### config.mk
export PLATFORM = sky130hd
export DESIGN_NAME = mips_mc_controller
export DESIGN_NICKNAME = d
export VERILOG_FILES = /design/src/rtl/mips_mc_pkg.sv /design/src/rtl/mips_alu_decoder.sv /design/src/rtl/mips_mc_controller.sv
export SDC_FILE = /design/constraint.sdc
export NUM_CORES = 1
export LEC_CHECK = 0
export CAP_MARGIN = 25
export CORE_ASPECT_RATIO = 1.2
export CORE_MARGIN = 4
export CORE_UTILIZATION = 50
export DETAILED_ROUTE_END_ITERATION = 16
export PLACE_DENSITY = 0.9
export SYNTH_ARGS = -nofsm -noshare
export SYNTH_HDL_FRONTEND = slang
export SYNTH_SLANG_ARGS = --single-unit
### constraint.sdc
create_clock -name clk -period 4.47 [get_ports clk]
set_clock_uncertainty 0.05 [all_clocks]
set_input_delay 0.6705 -clock clk [delete_from_list [all_inputs] [get_ports clk]]
set_output_delay 0.6705 -clock clk [all_outputs]
set_load 0.01 [all_outputs]
### src/rtl/mips_mc_pkg.sv
// mips_mc_pkg
//   Shared definitions for the multi-cycle MIPS control unit: FSM state
//   encoding, ALU operation class, opcode/funct values, ALU control codes
//   and datapath mux select codes.
//   Build option: MIPS_MC_JAL_EN adds the JAL state (encoding 13).
package mips_mc_pkg;

    typedef enum logic [3:0] {
        ST_FETCH    = 4'd0,
        ST_DECODE   = 4'd1,
        ST_MEM_ADDR = 4'd2,
        ST_MEM_RD   = 4'd3,
        ST_MEM_WB   = 4'd4,
        ST_MEM_WR   = 4'd5,
        ST_R_EXEC   = 4'd6,
        ST_R_WB     = 4'd7,
        ST_BRANCH   = 4'd8,
        ST_JUMP     = 4'd9,
        ST_I_EXEC   = 4'd10,
        ST_I_WB     = 4'd11,
        ST_TRAP     = 4'd12
`ifdef MIPS_MC_JAL_EN
        , ST_JAL    = 4'd13
`endif
    } state_e;

    // What the ALU is being used for in the current state.
    typedef enum logic [2:0] {
        AC_NONE  = 3'd0,
        AC_ADD   = 3'd1,
        AC_SUB   = 3'd2,
        AC_RTYPE = 3'd3,
        AC_ITYPE = 3'd4
    } alu_class_e;

    localparam logic [5:0] OP_RTYPE = 6'h00;
    localparam logic [5:0] OP_J     = 6'h02;
    localparam logic [5:0] OP_JAL   = 6'h03;
    localparam logic [5:0] OP_BEQ   = 6'h04;
    localparam logic [5:0] OP_BNE   = 6'h05;
    localparam logic [5:0] OP_ADDI  = 6'h08;
    localparam logic [5:0] OP_SLTI  = 6'h0A;
    localparam logic [5:0] OP_ANDI  = 6'h0C;
    localparam logic [5:0] OP_ORI   = 6'h0D;
    localparam logic [5:0] OP_LW    = 6'h23;
    localparam logic [5:0] OP_SW    = 6'h2B;

    localparam logic [5:0] FN_ADD = 6'h20;
    localparam logic [5:0] FN_SUB = 6'h22;
    localparam logic [5:0] FN_AND = 6'h24;
    localparam logic [5:0] FN_OR  = 6'h25;
    localparam logic [5:0] FN_SLT = 6'h2A;

    localparam logic [3:0] ALU_AND = 4'b0000;
    localparam logic [3:0] ALU_OR  = 4'b0001;
    localparam logic [3:0] ALU_ADD = 4'b0010;
    localparam logic [3:0] ALU_SUB = 4'b0110;
    localparam logic [3:0] ALU_SLT = 4'b0111;

    localparam logic [1:0] PC_SRC_ALU    = 2'b00;
    localparam logic [1:0] PC_SRC_ALUOUT = 2'b01;
    localparam logic [1:0] PC_SRC_JUMP   = 2'b10;

    localparam logic [1:0] SRCB_B       = 2'b00;
    localparam logic [1:0] SRCB_FOUR    = 2'b01;
    localparam logic [1:0] SRCB_IMM     = 2'b10;
    localparam logic [1:0] SRCB_IMM_SH2 = 2'b11;

    localparam logic [1:0] DST_RT = 2'b00;
    localparam logic [1:0] DST_RD = 2'b01;
    localparam logic [1:0] DST_RA = 2'b10;

    localparam logic [1:0] M2R_ALUOUT = 2'b00;
    localparam logic [1:0] M2R_MDR    = 2'b01;
    localparam logic [1:0] M2R_PC     = 2'b10;

endpackage

### src/rtl/mips_alu_decoder.sv
// mips_alu_decoder
//   Combinational ALU control decode.
//   Ports: alu_class (what the ALU is used for this state), opcode, funct
//   in; alu_ctrl (ALU operation) and funct_illegal (unknown R-type funct,
//   only raised for the R-type class) out.
module mips_alu_decoder
    import mips_mc_pkg::*;
(
    input  alu_class_e  alu_class,
    input  logic [5:0]  opcode,
    input  logic [5:0]  funct,
    output logic [3:0]  alu_ctrl,
    output logic        funct_illegal
);

    // Select the ALU operation for the current ALU class.
    always_comb begin
        alu_ctrl      = ALU_AND;
        funct_illegal = 1'b0;
        case (alu_class)
            AC_ADD: alu_ctrl = ALU_ADD;
            AC_SUB: alu_ctrl = ALU_SUB;
            AC_RTYPE: begin
                case (funct)
                    FN_ADD:  alu_ctrl = ALU_ADD;
                    FN_SUB:  alu_ctrl = ALU_SUB;
                    FN_AND:  alu_ctrl = ALU_AND;
                    FN_OR:   alu_ctrl = ALU_OR;
                    FN_SLT:  alu_ctrl = ALU_SLT;
                    default: funct_illegal = 1'b1;
                endcase
            end
            AC_ITYPE: begin
                case (opcode)
                    OP_ADDI: alu_ctrl = ALU_ADD;
                    OP_SLTI: alu_ctrl = ALU_SLT;
                    OP_ANDI: alu_ctrl = ALU_AND;
                    OP_ORI:  alu_ctrl = ALU_OR;
                    default: alu_ctrl = ALU_AND;
                endcase
            end
            default: alu_ctrl = ALU_AND;
        endcase
    end

endmodule

### src/rtl/mips_mc_controller.sv
// mips_mc_controller
//   Moore multi-cycle control unit for the MIPS datapath. Sequences the
//   shared memory, register file and ALU; counts retired instructions.
//   Ports: clk, rst (async, active high); opcode, funct, zero, mem_ready in;
//   memory strobes, datapath selects/enables, trap, state_dbg and
//   instr_count out.
//   Build option: MIPS_MC_JAL_EN enables the jal (opcode 0x03) path;
//   without it 0x03 is illegal and traps.
module mips_mc_controller
    import mips_mc_pkg::*;
(
    input  logic        clk,
    input  logic        rst,
    input  logic [5:0]  opcode,
    input  logic [5:0]  funct,
    input  logic        zero,
    input  logic        mem_ready,
    output logic        mem_read,
    output logic        mem_write,
    output logic        iord,
    output logic        ir_write,
    output logic        pc_write,
    output logic [1:0]  pc_src,
    output logic        alu_src_a,
    output logic [1:0]  alu_src_b,
    output logic [3:0]  alu_ctrl,
    output logic [1:0]  reg_dst,
    output logic [1:0]  mem_to_reg,
    output logic        reg_write,
    output logic        trap,
    output logic [3:0]  state_dbg,
    output logic [31:0] instr_count
);

    state_e      state_r;
    state_e      state_next_s;
    alu_class_e  alu_class_s;
    logic        funct_illegal_s;
    logic [31:0] count_r;

    mips_alu_decoder u_alu_dec (
        .alu_class     (alu_class_s),
        .opcode        (opcode),
        .funct         (funct),
        .alu_ctrl      (alu_ctrl),
        .funct_illegal (funct_illegal_s)
    );

    // State register and retired-instruction counter; an instruction
    // retires when control returns to FETCH from any other state.
    always_ff @(posedge clk or posedge rst) begin
        if (rst) begin
            state_r <= ST_FETCH;
            count_r <= 32'd0;
        end else begin
            state_r <= state_next_s;
            if ((state_r != ST_FETCH) && (state_next_s == ST_FETCH)) begin
                count_r <= count_r + 32'd1;
            end else begin
                count_r <= count_r;
            end
        end
    end

    // Next-state and Moore outputs; only FETCH (mem_ready) and BRANCH
    // (zero) gate an output on an input.
    always_comb begin
        state_next_s = state_r;
        alu_class_s  = AC_NONE;
        mem_read     = 1'b0;
        mem_write    = 1'b0;
        iord         = 1'b0;
        ir_write     = 1'b0;
        pc_write     = 1'b0;
        pc_src       = PC_SRC_ALU;
        alu_src_a    = 1'b0;
        alu_src_b    = SRCB_B;
        reg_dst      = DST_RT;
        mem_to_reg   = M2R_ALUOUT;
        reg_write    = 1'b0;
        trap         = 1'b0;
        case (state_r)
            ST_FETCH: begin
                mem_read    = 1'b1;
                alu_src_b   = SRCB_FOUR;
                alu_class_s = AC_ADD;
                if (mem_ready) begin
                    ir_write     = 1'b1;
                    pc_write     = 1'b1;
                    state_next_s = ST_DECODE;
                end else begin
                    state_next_s = ST_FETCH;
                end
            end
            ST_DECODE: begin
                // Branch target computed speculatively while decoding.
                alu_src_b   = SRCB_IMM_SH2;
                alu_class_s = AC_ADD;
                case (opcode)
                    OP_RTYPE:                          state_next_s = ST_R_EXEC;
                    OP_LW, OP_SW:                      state_next_s = ST_MEM_ADDR;
                    OP_BEQ, OP_BNE:                    state_next_s = ST_BRANCH;
                    OP_J:                              state_next_s = ST_JUMP;
                    OP_ADDI, OP_SLTI, OP_ANDI, OP_ORI: state_next_s = ST_I_EXEC;
`ifdef MIPS_MC_JAL_EN
                    OP_JAL:                            state_next_s = ST_JAL;
`endif
                    default:                           state_next_s = ST_TRAP;
                endcase
            end
            ST_MEM_ADDR: begin
                alu_src_a   = 1'b1;
                alu_src_b   = SRCB_IMM;
                alu_class_s = AC_ADD;
                if (opcode == OP_SW) begin
                    state_next_s = ST_MEM_WR;
                end else begin
                    state_next_s = ST_MEM_RD;
                end
            end
            ST_MEM_RD: begin
                mem_read = 1'b1;
                iord     = 1'b1;
                if (mem_ready) begin
                    state_next_s = ST_MEM_WB;
                end else begin
                    state_next_s = ST_MEM_RD;
                end
            end
            ST_MEM_WB: begin
                reg_dst      = DST_RT;
                mem_to_reg   = M2R_MDR;
                reg_write    = 1'b1;
                state_next_s = ST_FETCH;
            end
            ST_MEM_WR: begin
                mem_write = 1'b1;
                iord      = 1'b1;
                if (mem_ready) begin
                    state_next_s = ST_FETCH;
                end else begin
                    state_next_s = ST_MEM_WR;
                end
            end
            ST_R_EXEC: begin
                alu_src_a   = 1'b1;
                alu_src_b   = SRCB_B;
                alu_class_s = AC_RTYPE;
                if (funct_illegal_s) begin
                    state_next_s = ST_TRAP;
                end else begin
                    state_next_s = ST_R_WB;
                end
            end
            ST_R_WB: begin
                reg_dst      = DST_RD;
                mem_to_reg   = M2R_ALUOUT;
                reg_write    = 1'b1;
                state_next_s = ST_FETCH;
            end
            ST_BRANCH: begin
                alu_src_a   = 1'b1;
                alu_src_b   = SRCB_B;
                alu_class_s = AC_SUB;
                pc_src      = PC_SRC_ALUOUT;
                if (opcode == OP_BNE) begin
                    pc_write = ~zero;
                end else begin
                    pc_write = zero;
                end
                state_next_s = ST_FETCH;
            end
            ST_JUMP: begin
                pc_src       = PC_SRC_JUMP;
                pc_write     = 1'b1;
                state_next_s = ST_FETCH;
            end
            ST_I_EXEC: begin
                alu_src_a    = 1'b1;
                alu_src_b    = SRCB_IMM;
                alu_class_s  = AC_ITYPE;
                state_next_s = ST_I_WB;
            end
            ST_I_WB: begin
                reg_dst      = DST_RT;
                reg_write    = 1'b1;
                state_next_s = ST_FETCH;
            end
            ST_TRAP: begin
                trap         = 1'b1;
                state_next_s = ST_TRAP;
            end
`ifdef MIPS_MC_JAL_EN
            ST_JAL: begin
                reg_dst      = DST_RA;
                mem_to_reg   = M2R_PC;
                reg_write    = 1'b1;
                pc_src       = PC_SRC_JUMP;
                pc_write     = 1'b1;
                state_next_s = ST_FETCH;
            end
`endif
            // Unused encodings are treated as a fault and parked in TRAP.
            default: begin
                state_next_s = ST_TRAP;
            end
        endcase
    end

    assign state_dbg   = state_r;
    assign instr_count = count_r;

endmodule

; ---- Word-level counts from Yosys, hierarchy flattened
; Index checks and enable logic that the tools add are counted.
[word_totals]
out_inout_bits = 56
inputBits = 16
elab_cells = 77
ff_bits = 36
[classes]
eq_ne = 30
n_mux = 27
bitwise_logic = 1
n_reduce_logical = 16
add_sub_neg = 1
[ops]
columns = operator, count
row1 = "6-bit equality test, second input constant", 7
row2 = "32-bit by 1-bit adder with 32-bit output, second input constant", 1
row3 = 4-bit case mux with 8 select lines, 1
row4 = "6-bit by 4-bit equality test with 1-bit output, second input constant", 4
row5 = 3-bit case mux with 4 select lines, 2
row6 = "4-bit equality test, second input constant", 5
row7 = 4-bit case mux with 5 select lines, 1
row8 = "4-bit by 3-bit equality test with 1-bit output, second input constant", 4
row9 = 4-bit case mux with 4 select lines, 1
row10 = 1-bit two-way mux, 14
row11 = "6-bit by 3-bit equality test with 1-bit output, second input constant", 2
row12 = 2-bit OR reduction, 5
row13 = 5-bit OR reduction, 2
row14 = 3-bit two-way mux, 3
row15 = 3-bit case mux with 3 select lines, 1
row16 = "4-bit by 2-bit equality test with 1-bit output, second input constant", 2
row17 = 4-bit logical NOT, 2
row18 = 4-bit OR reduction, 2
row19 = "3-bit by 2-bit equality test with 1-bit output, second input constant", 2
row20 = "6-bit by 2-bit equality test with 1-bit output, second input constant", 1
row21 = 6-bit logical NOT, 1
row22 = 2-bit case mux with 3 select lines, 1
row23 = 3-bit OR reduction, 2
row24 = "4-bit by 1-bit equality test with 1-bit output, second input constant", 1
row25 = 8 further kinds, 8

; ---- Depth between registers and ports, before layout
[depth]
depth_word = 9
mapped_depth = 9
depth_no_buf = 7

; ---- Modules after synthesis
; Synthesis repeated with hierarchy kept, for this count alone.
[hier_totals]
cells_unflattened = 268
area_unflattened_um2 = 2441.1
[by_module_without_submodules]
columns = mod, area_per_inst_um2, cells_per_inst, n_inst, seq_area_each_um2
row1 = mips_mc_controller, 2254.7, 240, 1, 900.9
row2 = mips_alu_decoder, 186.4, 28, 1, 0.0

; ---- Least setup slack after synthesis
; OpenSTA, ideal clock, no wires.
[synth_timing]
kind = input to output
startpoint = input opcode[1]
endpoint = output pc_write
arrival_ns = 1.947
path_buffers = 1
required_time_ns = 3.750
slack_ns = 1.803
stages = 6
cell_sequence = buf_2 > nor2_1 > nand4_1 > xnor2_1 > nor2_1 > a2111oi_0
[synth_via]
elab_chain_len = 3
[synth_lines]
columns = element, line
row1 = from (decl), mips_mc_controller.sv:14  ; input logic [5:0] opcode,
row2 = 6-bit by 3-bit equality test with 1-bit output, mips_mc_controller.sv:166  ; if (opcode == OP_BNE) begin
row3 = 1-bit two-way mux, mips_mc_controller.sv:166
row4 = 1-bit case mux with 3 select lines, mips_mc_controller.sv:82  ; case (state_r)
row5 = to (decl), mips_mc_controller.sv:22  ; output logic pc_write,
; Every way passes these cells.

; ---- Worst setup path in the final report
; Ends and elaborated chain as after synthesis.

==> impl_metrics.tcl <==
set metrics [dict create \
    max_freq_mhz 283 \
    crit_arrival_ns 2.81 \
    async_reset_ff_frac 1.00 \
    power_uw 645 \
    required_ns 3.75 \
    critical_path.startpoint_type "input port" \
    cp_slowest_cell "sky130_fd_sc_hd__clkdlybuf4s50_1" \
    die_y_um 81.7 \
    finalNetCount 327 \
    grt_max_degree 37 \
    route.detailed.drc 0 \
    detail-route-antenna-nets 0 \
    clk_path_buf_depth 2 \
    worst_skew_pair.late_latency_ns 0.29 \
    post_synth_instance_area_sq_mm 0.00226 \
    drt-vias-per-instance 5.86 \
    grt_setup_unrepaired "false" \
    fp.dieArea_sq_mm 0.00567 \
    postCtsResizedCells 0 \
    finalCoreUtilization 0.707 \
    yosys_register_bits 36 \
    h-tree-depth 2 \
    grt_util_all_layers 0.210 \
    postCtsHoldBufs 0 \
    cpLargestDelayFamily "buffers and inverters" \
    vias_in_the_first_global_route 2058 \
    multiInputGateArea_sq_mm 0.00127 \
    ir_drop_mv 0.225 \
    cts.root.buffer_cell "sky130_fd_sc_hd__clkbuf_8" \
    min_path_cells 1 \
    placed_wire_length_estimate_mm 4.10 \
    route.vias.total 2150 \
    timing.final.max_slew_violations 0 \
    clkTransAtPathRegs_ns 0.07 \
    final_design_area_no_fill_sq_mm 0.00306 \
    synth_top_flop_cell "sky130_fd_sc_hd__dfrtp_1" \
    floorplan.core_area_sq_mm 0.00433 \
    io-pin-count 72 \
    holdCritPathClass "reg -> reg" \
    number_of_antenna_violations_at_the_first_check_in_global_routing 0 \
    r2r.worst_path.cells 7 \
    gp_routability_congestion 0.859 \
    syn_inst 246 \
    final-setup-viol-count 0 \
    synth.yosys.warnings 0 \
    routedWlPerCell_um 16.1 \
    timing.critical_path.from "opcode[1]" \
    timing.critical_path.depth 7 \
    post_route_cells_drive_above_1_share 0.0482 \
    quantity_of_i_o_buffers_inserted_on_ports 68 \
    floorplan.die.width_um 69.4 \
    detailedRoute.firstIterationViolations 177 \
    final_clock_period_utilization_by_the_worst_path 0.790 \
    whs_ns 0.446 \
    overflow 0 \
    diodes 0 \
    detailedRoute.firstPassIterationCount 4 \
    p_leak_nw 1.20 \
    cts_buffers 5 \
    slack_of_the_worst_reg_to_reg_path_ns 1.46 \
    yosys.cell_types.count 50 \
    worst_slew_margin_rel 0.485 \
    timing.critical_path.to "pc_write" \
    tritoncts "done" \
    maxCapViolCount 0 \
    post-route-min-period_ns 3.53 \
    crit_path_max_fanout 9 \
    critPathCaptureType "output pin" \
    grt_pass1_wl_mm 9.73 \
    critPathMaxStageDelay_ns 0.61 \
    number_of_clock_sinks 36 \
    worst_slew_pin_slew_ns 0.766 \
    postCtsSetupRepairBufs 0 \
    totalNegativeSetupSlack_ns 0 \
    syn_avg_cell_area_sq_um 9.20 \
    postPlaceCellArea_sq_mm 0.00295 \
    totalWireLength_mm 5.90 \
    critical_path_class "in -> out" \
    fillerInstances 339 \
    worst_r2r_startpoint "state_dbg[2]" \
    timing.critical_path.cells "clkdlybuf4s50_1, nor2_1, nand4_1, xnor2_1, nor2_1, a2111oi_0, clkdlybuf4s50_1" \
    outcome "completed" \
    synth_enable_flop_cells 0 \
    placement_rows 26 \
    sequential_fraction_of_the_synthesis_area 0.398 \
    seq_area_sq_um 901 \
    timing_hold_violations_final 0 \
    timing.rr.end "instr_count[15]" \
    critical_path_buf_inv_count 2 \
    cellPowerDensity_mw_per_mm2 211 \
    layout_overhead_on_the_synthesized_area_pct 35.2 \
    initial_core_util 0.523 \
]
[worst register-to-register path: cells and delay by family, from the launching register on]
kind             cells  cell delay [ns]
flip-flops           1             0.72
XOR/XNOR             1             0.18
AND/OR/NAND/NOR      3             1.22
AO/OA/AOI/OAI        3             0.73
[area by class of cell]
type / instances / area share
clock buffers: 6 / 0.0237
well taps: 56 / 0.0229
inverters: 5 / 0.00613
multi-input cells: 193 / 0.416
clock inverters: 2 / 0.0115
repair buffers: 69 / 0.225
flip-flops and latches: 36 / 0.294
[through the flow]
stage          cells  setup slack, ns
2_1_floorplan    248             1.80
3_5_place_dp     359            0.944
4_1_cts          367            0.933
5_1_grt          367            0.798
3_3_place_gp     359            0.959
6_report         367            0.939
[per-layer routing]
metal / wire (um) / global-route usage
met2: 2830 / 0.353
met3: 422 / 0.0477
met4: 68 / 0.0820
met1: 2570 / 0.264
met5: 0 / 0
[synthesized netlist by cell type, types with 2 or more instances]
library cell / number / share of area
sky130_fd_sc_hd__a21oi_1: 8 / 0.018
sky130_fd_sc_hd__a31oi_1: 3 / 0.0083
sky130_fd_sc_hd__and2_1: 3 / 0.0083
sky130_fd_sc_hd__and3_1: 18 / 0.050
sky130_fd_sc_hd__and4_1: 3 / 0.012
sky130_fd_sc_hd__buf_2: 2 / 0.0044
sky130_fd_sc_hd__buf_4: 4 / 0.013
sky130_fd_sc_hd__clkbuf_1: 7 / 0.012
sky130_fd_sc_hd__dfrtp_1: 36 / 0.40
sky130_fd_sc_hd__inv_1: 5 / 0.0083
sky130_fd_sc_hd__mux2_2: 2 / 0.0099
sky130_fd_sc_hd__nand2_1: 10 / 0.017
sky130_fd_sc_hd__nand2b_1: 8 / 0.022
sky130_fd_sc_hd__nand3_1: 17 / 0.038
sky130_fd_sc_hd__nand4_1: 15 / 0.041
sky130_fd_sc_hd__nor2_1: 18 / 0.030
sky130_fd_sc_hd__nor2b_1: 4 / 0.011
sky130_fd_sc_hd__nor3_1: 10 / 0.022
sky130_fd_sc_hd__nor4_1: 3 / 0.0083
sky130_fd_sc_hd__nor4bb_1: 2 / 0.0088
sky130_fd_sc_hd__o21ai_0: 4 / 0.0088
sky130_fd_sc_hd__o22ai_1: 3 / 0.0083
sky130_fd_sc_hd__o311ai_0: 2 / 0.0077
sky130_fd_sc_hd__xnor2_1: 33 / 0.13
[layout by cell type (no fill, tap or decap), types with 2 or more instances in the layout]
cell | synthesis | routed
sky130_fd_sc_hd__clkdlybuf4s50_1 | 0 | 68
sky130_fd_sc_hd__a31oi_1 | 3 | 3
sky130_fd_sc_hd__clkbuf_8 | 0 | 5
sky130_fd_sc_hd__mux2_2 | 2 | 2
sky130_fd_sc_hd__nand2_1 | 10 | 10
sky130_fd_sc_hd__nor4bb_1 | 2 | 2
sky130_fd_sc_hd__o21ai_0 | 4 | 4
sky130_fd_sc_hd__dfrtp_1 | 36 | 36
sky130_fd_sc_hd__nor4_1 | 3 | 3
sky130_fd_sc_hd__nand4_1 | 15 | 15
sky130_fd_sc_hd__o22ai_1 | 3 | 3
sky130_fd_sc_hd__and3_1 | 18 | 18
sky130_fd_sc_hd__nand3_1 | 17 | 17
sky130_fd_sc_hd__and4_1 | 3 | 3
sky130_fd_sc_hd__o311ai_0 | 2 | 2
sky130_fd_sc_hd__nor2b_1 | 4 | 4
sky130_fd_sc_hd__inv_1 | 5 | 5
sky130_fd_sc_hd__nor3_1 | 10 | 10
sky130_fd_sc_hd__a21oi_1 | 8 | 8
sky130_fd_sc_hd__xnor2_1 | 33 | 33
sky130_fd_sc_hd__nor2_1 | 18 | 18
sky130_fd_sc_hd__nand2b_1 | 8 | 8
sky130_fd_sc_hd__conb_1 | 1 | 3
sky130_fd_sc_hd__and2_1 | 3 | 3
[logic make-up after synthesis]
family          after synthesis  synth area share
simple gates                122             0.318
flops                        36             0.398
xor+xnor                     33             0.128
compound gates               32            0.0962
buf+inv                      19            0.0426
mux                           2           0.00995
fa+ha+maj                     1           0.00553
other cells                   1           0.00166
[worst min-delay path by stage]
stage | from | end | slack [ns]
floorplan | instr_count[31] | instr_count[31] | 0.46
global placement | instr_count[18] | instr_count[18] | 0.43
detailed placement | instr_count[31] | instr_count[31] | 0.43
CTS | instr_count[31] | instr_count[31] | 0.45
global route | instr_count[15] | instr_count[15] | 0.47
finish | instr_count[15] | instr_count[15] | 0.45
[power breakdown]
| group | internal, mW | total [mW] | switching (mW) |
|---|---|---|---|
| clock | 0.165 | 0.280 | 0.114 |
| combinational | 0.0180 | 0.0392 | 0.0212 |
| sequential | 0.326 | 0.326 | 0 |
| total | 0.509 | 0.645 | 0.136 |
[state kept, by name, indices dropped and copies added (netlist names)]
| signal | flops |
|---|---|
| state_dbg | 4 |
| instr_count | 32 |
Note: power is estimated with default switching activity, not from simulation.
